`config.mk`:
```
export PLATFORM = sky130hd
export DESIGN_NAME = ili9341_pixel_streamer
export DESIGN_NICKNAME = d
export VERILOG_FILES = /design/src/rtl/ili9341_pkg.sv /design/src/rtl/ili9341_byte_writer.sv /design/src/rtl/ili9341_pixel_streamer.sv
export SDC_FILE = /design/constraint.sdc
export NUM_CORES = 1
export LEC_CHECK = 0
export CORE_MARGIN = 1.5
export CORE_UTILIZATION = 50
export CTS_BUF_LIST = sky130_fd_sc_hd__clkbuf_16
export DETAILED_ROUTE_END_ITERATION = 16
export PLACE_DENSITY = 0.82
export RECOVER_POWER = 100
export SLEW_MARGIN = 20
export SYNTH_ARGS = -nofsm -noshare
export SYNTH_HDL_FRONTEND = slang
export SYNTH_SLANG_ARGS = --single-unit
```
`constraint.sdc`:
```
create_clock -name clk -period 5.43 [get_ports clk]
set_input_delay 0.8145 -clock clk [delete_from_list [all_inputs] [get_ports clk]]
set_output_delay 0.8145 -clock clk [all_outputs]
set_load 0.005 [all_outputs]
```
`src/rtl/ili9341_pkg.sv`:
```
// Shared definitions for the ILI9341 framebuffer-to-panel streamer.
// Holds the panel command code, the streamer state encoding and the byte-cycle length helper.
package ili9341_pkg;

  localparam logic [7:0] CMD_MEMORY_WRITE = 8'h2C;

  typedef enum logic [2:0] {
    ST_IDLE  = 3'd0,
    ST_CMD   = 3'd1,
    ST_FETCH = 3'd2,
    ST_WAIT  = 3'd3,
    ST_HI    = 3'd4,
    ST_LO    = 3'd5,
    ST_FIN   = 3'd6
  } state_t;

  function automatic int byte_cycle_len(input int low_cycles, input int high_cycles);
    return low_cycles + high_cycles;
  endfunction

endpackage

```
`src/rtl/ili9341_byte_writer.sv`:
```
// 8080-bus byte strobe generator: while req is held, drives wr_n low then high and
// pulses ack in the last high-phase cycle so the caller can advance on the same edge.
module ili9341_byte_writer
  import ili9341_pkg::*;
#(
  parameter int WR_LOW_CYCLES  = 2,
  parameter int WR_HIGH_CYCLES = 2
) (
  input  logic       clk,
  input  logic       reset,
  input  logic       req,
  input  logic [7:0] wr_byte,
  input  logic       dc,
  output logic       wr_n,
  output logic [7:0] d,
  output logic       dc_out,
  output logic       ack
);

  localparam int BYTE_LEN = byte_cycle_len(WR_LOW_CYCLES, WR_HIGH_CYCLES);
  localparam int CNT_W    = $clog2(BYTE_LEN + 1);
  localparam logic [CNT_W-1:0] LAST_CNT = CNT_W'(BYTE_LEN - 1);
  localparam logic [CNT_W-1:0] LOW_END  = CNT_W'(WR_LOW_CYCLES);

  logic [CNT_W-1:0] cnt_q, cnt_d;

  always_ff @(posedge clk) begin
    if (reset) cnt_q <= '0;
    else       cnt_q <= cnt_d;
  end

  always_comb begin
    cnt_d = '0;
    ack   = 1'b0;
    if (req) begin
      if (cnt_q == LAST_CNT) ack = 1'b1;
      else                   cnt_d = cnt_q + 1'b1;
    end
  end

  // Bus is parked at d=0, dc=1, wr_n=1 whenever no byte is in flight.
  assign wr_n   = ~(req && (cnt_q < LOW_END));
  assign d      = req ? wr_byte : 8'h00;
  assign dc_out = req ? dc : 1'b1;

endmodule

```
`src/rtl/ili9341_pixel_streamer.sv`:
```
// Streams one frame from framebuffer BRAM port b to an ILI9341 over the 8080 8-bit bus:
// Memory Write command, then NUM_PIXELS RGB565 words high byte first, then a done pulse.
module ili9341_pixel_streamer
  import ili9341_pkg::*;
#(
  parameter int ADDR_W         = 10,
  parameter int DATA_W         = 16,
  parameter int NUM_PIXELS     = 1024,
  parameter int WR_LOW_CYCLES  = 2,
  parameter int WR_HIGH_CYCLES = 2
) (
  input  logic              clk,
  input  logic              reset,
  input  logic              start,
  output logic              busy,
  output logic              done,
  output logic              fb_en,
  output logic [ADDR_W-1:0] fb_addr,
  input  logic [DATA_W-1:0] fb_data,
  output logic              lcd_cs_n,
  output logic              lcd_dc,
  output logic              lcd_wr_n,
  output logic              lcd_rd_n,
  output logic [7:0]        lcd_d
);

  localparam logic [ADDR_W-1:0] LAST_IDX = ADDR_W'(NUM_PIXELS - 1);

  state_t            state_q, state_d;
  logic [ADDR_W-1:0] idx_q, idx_d;
  logic [DATA_W-1:0] pix_q, pix_d;
  logic              req, ack, dc_sel;
  logic [7:0]        wr_byte;

  always_ff @(posedge clk) begin
    if (reset) begin
      state_q <= ST_IDLE;
      idx_q   <= '0;
    end else begin
      state_q <= state_d;
      idx_q   <= idx_d;
    end
  end

  // Pixel holding register is pure data and carries no reset.
  always_ff @(posedge clk) begin
    pix_q <= pix_d;
  end

  always_comb begin
    state_d = state_q;
    idx_d   = idx_q;
    pix_d   = pix_q;
    unique case (state_q)
      ST_IDLE: if (start) begin
        state_d = ST_CMD;
        idx_d   = '0;
      end
      ST_CMD:   if (ack) state_d = ST_FETCH;
      ST_FETCH: state_d = ST_WAIT;
      ST_WAIT: begin
        pix_d   = fb_data;
        state_d = ST_HI;
      end
      ST_HI:    if (ack) state_d = ST_LO;
      ST_LO: if (ack) begin
        if (idx_q == LAST_IDX) state_d = ST_FIN;
        else begin
          idx_d   = idx_q + 1'b1;
          state_d = ST_FETCH;
        end
      end
      ST_FIN:   state_d = ST_IDLE;
      default:  state_d = ST_IDLE;
    endcase
  end

  always_comb begin
    req      = 1'b0;
    wr_byte  = 8'h00;
    dc_sel   = 1'b1;
    fb_en    = 1'b0;
    busy     = 1'b0;
    done     = 1'b0;
    lcd_cs_n = 1'b1;
    unique case (state_q)
      ST_CMD: begin
        req      = 1'b1;
        wr_byte  = CMD_MEMORY_WRITE;
        dc_sel   = 1'b0;
        busy     = 1'b1;
        lcd_cs_n = 1'b0;
      end
      ST_FETCH: begin
        fb_en    = 1'b1;
        busy     = 1'b1;
        lcd_cs_n = 1'b0;
      end
      ST_WAIT: begin
        busy     = 1'b1;
        lcd_cs_n = 1'b0;
      end
      ST_HI: begin
        req      = 1'b1;
        wr_byte  = pix_q[DATA_W-1 -: 8];
        busy     = 1'b1;
        lcd_cs_n = 1'b0;
      end
      ST_LO: begin
        req      = 1'b1;
        wr_byte  = pix_q[7:0];
        busy     = 1'b1;
        lcd_cs_n = 1'b0;
      end
      ST_FIN:  done = 1'b1;
      default: ;
    endcase
  end

  ili9341_byte_writer #(
    .WR_LOW_CYCLES (WR_LOW_CYCLES),
    .WR_HIGH_CYCLES(WR_HIGH_CYCLES)
  ) u_byte_writer (
    .clk    (clk),
    .reset  (reset),
    .req    (req),
    .wr_byte(wr_byte),
    .dc     (dc_sel),
    .wr_n   (lcd_wr_n),
    .d      (lcd_d),
    .dc_out (lcd_dc),
    .ack    (ack)
  );

  assign fb_addr  = idx_q;
  assign lcd_rd_n = 1'b1;

endmodule

```
==> qor.txt <==
Hold Vio Cnt, Final: 0
Final Critical Period: 2970 ps
Final count of pins violating max slew: 20
Mean cell area of the mapped netlist: 10.3 sq um
Cell types occupying the most area after synthesis: edfxtp_1 31%, dfxtp_1 21%, a21oi_1 4.9%
Max stage delay on crit path: 720 ps
Ratio of cells with drive above 1 in the final layout: 5.85%
Number of routed nets with antenna violations: 0
Remaining global-route overflow: 0
Post-cts gate resize count: 0
Ys Warns: 0
Buffering stage count on the worst path with inverters included: 1
Total number of vias: 1,281
Count of unresolved DRC violations after routing: 0
Total clock buffers created by CTS: 5
Number of nets in the finished design: 209
Max-cap viol count: 1
Total routing usage reported by global routing: 21.2%
CTS tree: yes
Ratio of routed vias to standard cells: 5.85
Clk pin slew, worst setup/hold paths: 50 ps
Violations in the final reports: max-capacitance violations, max-slew violations
RSZ-0062 raised after global routing: false
Routed WL: 3260 um
Largest delay share family, worst path: flip-flops
Worst-Skew Late Latency: 280 ps
Final total negative setup slack: 0 ps
Die Ht: 58.3 um
Actual slew at the worst max-slew pin: 1700 ps
Share of flip-flops with an asynchronous set or reset: 0%
Mapped Cells: 148
Area of the die: 0.00340 sq mm
Maximum fanout encountered on the critical timing path: 19
Post-DR wirelength/cell: 14.9 um
Final cell utilization of the core: 73.2%
H-tree depth reported by CTS: 2
Max Clk Rate: 337 MHz
Status: finished with violations
Starting Density: 54.1%
1st-pass router iterations: 4
Setup-violating endpoint count in the final report: 0
Post-CTS setup buffer count: 0
Initial antenna violation count: 0
Area share of the largest cell type after synthesis: 31.4%
Tcrit/Tclk final: 54.7%
First-pass GRT wire length: 5310 um
Worst clock skew: 2.47 ps
Main flop type after synthesis: edfxtp_1
Distinct cell type count after synthesis: 42
Number of port buffers: 42
Via count of the first global-routing pass: 1,252
Count of clock tree sinks: 32
Post-synth EDFFs: 16
Layout filler cell count: 209
Synth area leader: edfxtp_1
Type of element launching the critical path: register
X dimension of the die: 58.3 um
Post-synthesis sequential area ratio: 52.3%
Worst hold path class: register to register
Peak ir drop on the vdd network: 0.241 mV
Maximum number of pins on one net before global-route repair: 20
Leakage dissipation: 0.000770 uW
Headroom to the max-slew limit: -14.5%
Cell-by-cell trace of the critical path: nor2_1 -> or4_1 -> dlygate4sd3_1
Number of hold buffers added after cts: 0
Weighted congestion reported at the end of routability-driven placement: 0.716
Detailed Route Iter0 Violations: 43
Sort of element at the end of the critical path: output port
Clock Tree Root: clkbuf_16
Most used standard cells in the synthesized netlist: 16 x dfxtp_1, 16 x edfxtp_1, 15 x a21oi_1
Data arrival, critical path: 2160 ps
Total non-filler cell area in the finished layout: 0.00207 sq mm
Detailed placement HPWL: 2310 um
Maximum clock path buffer count: 2
Placeable core area: 0.00283 sq mm
Seq cells post-synth: 32
Ant. Diodes: 0
Number of placement rows: 19
Critical Setup Path Class: register to output port
Critical Path Slowest Stage Cell: dfxtp_1
Cell area after synthesis: 0.00153 sq mm
Power per unit of standard cell area: 294 mW/mm^2
Required time reported for the critical path endpoint: 4620 ps
Top Ports: 44
Area growth, synth to finish: 35.2%
Placed Area: 0.00193 sq mm
Post-synth net total: 170
==> cells by family after synthesis <==
family,Yosys count,share of synthesized area [%]
and+or+nand+nor,55,21.8
muxes,6,4.01
buffers and inverters,17,5.72
other,1,0.245
adders and majority gates,3,2.45
AOI/OAI and AO/OA,34,13.4
DFF,32,52.3
==> state kept, by name (all words and copies together), names as in the netlist <==
name                 count
pix_q                   16
state_q                  3
fb_addr                 10
u_byte_writer.cnt_q      3
==> metrics by stage <==
| step | hold WS, ps | cells | setup slack (ps) | power [uW] |
|---|---|---|---|---|
| after floorplan | 399 | 148 | 3450 | 286 |
| after global placement | 409 | 211 | 2820 | 308 |
| after detailed placement | 420 | 211 | 2810 | 310 |
| after CTS | 427 | 219 | 2520 | 618 |
| after global routing | 443 | 219 | 2290 | 629 |
| final | 426 | 219 | 2460 | 609 |
==> layout by cell type (no fill, tap or decap), drive strengths merged, types with 2 or more instances in the layout <==
cell | synthesis | final
mux2i | 5 | 5
o21ai | 6 | 6
dfxtp | 16 | 16
or2 | 2 | 2
or4 | 6 | 6
dlygate4sd3 | 0 | 41
a21oi | 15 | 15
o41ai | 2 | 2
and2 | 3 | 3
nor2 | 15 | 15
or3 | 3 | 3
o31ai | 4 | 4
inv | 7 | 8
nor3 | 4 | 4
or4b | 2 | 2
and3 | 2 | 2
nand3 | 2 | 2
o311ai | 2 | 2
nand2b | 2 | 2
nand4 | 2 | 2
nand2 | 6 | 6
ha | 3 | 3
clkbuf | 5 | 5
edfxtp | 16 | 16
==> routing by layer <==
layer	share of wire, %	global-route usage [%]
met1	41	24.1
met2	50	34.2
met3	8.0	8.57
met4	1.5	11.0
met5	0	0
==> final cells by class <==
type                            count  area (sq um)  share of cell area, %
Inverter                            7          26.3                   1.27
Clock inverter                      3          38.8                   1.87
Timing Repair Buffer               42           420                   20.3
Multi-Input combinational cell     99           619                   29.9
Tap cell                           31          38.8                   1.87
Sequential cell                    32           801                   38.7
Clock buffer                        5           125                   6.05
==> final timing paths <==
path                                               end                    from  cells past startpoint  slack [ps]
worst max register to register              fb_addr[0]              state_q[0]                      4        2660
worst min register to register  u_byte_writer.cnt_q[0]  u_byte_writer.cnt_q[0]                      1         430
worst min-delay path            u_byte_writer.cnt_q[0]  u_byte_writer.cnt_q[0]                      1         430
worst max-delay path                          lcd_wr_n              state_q[0]                      3        2460
==> power by group <==
part	leakage (uW)	internal, uW	total, uW	switching, uW
Sequential	0.000273	255	260	4.40
Combinational	0.000412	23.2	39.1	15.8
Clock	0.0000850	213	310	96.4
Total	0.000770	492	609	117
Power figures use the tool's default switching activity.
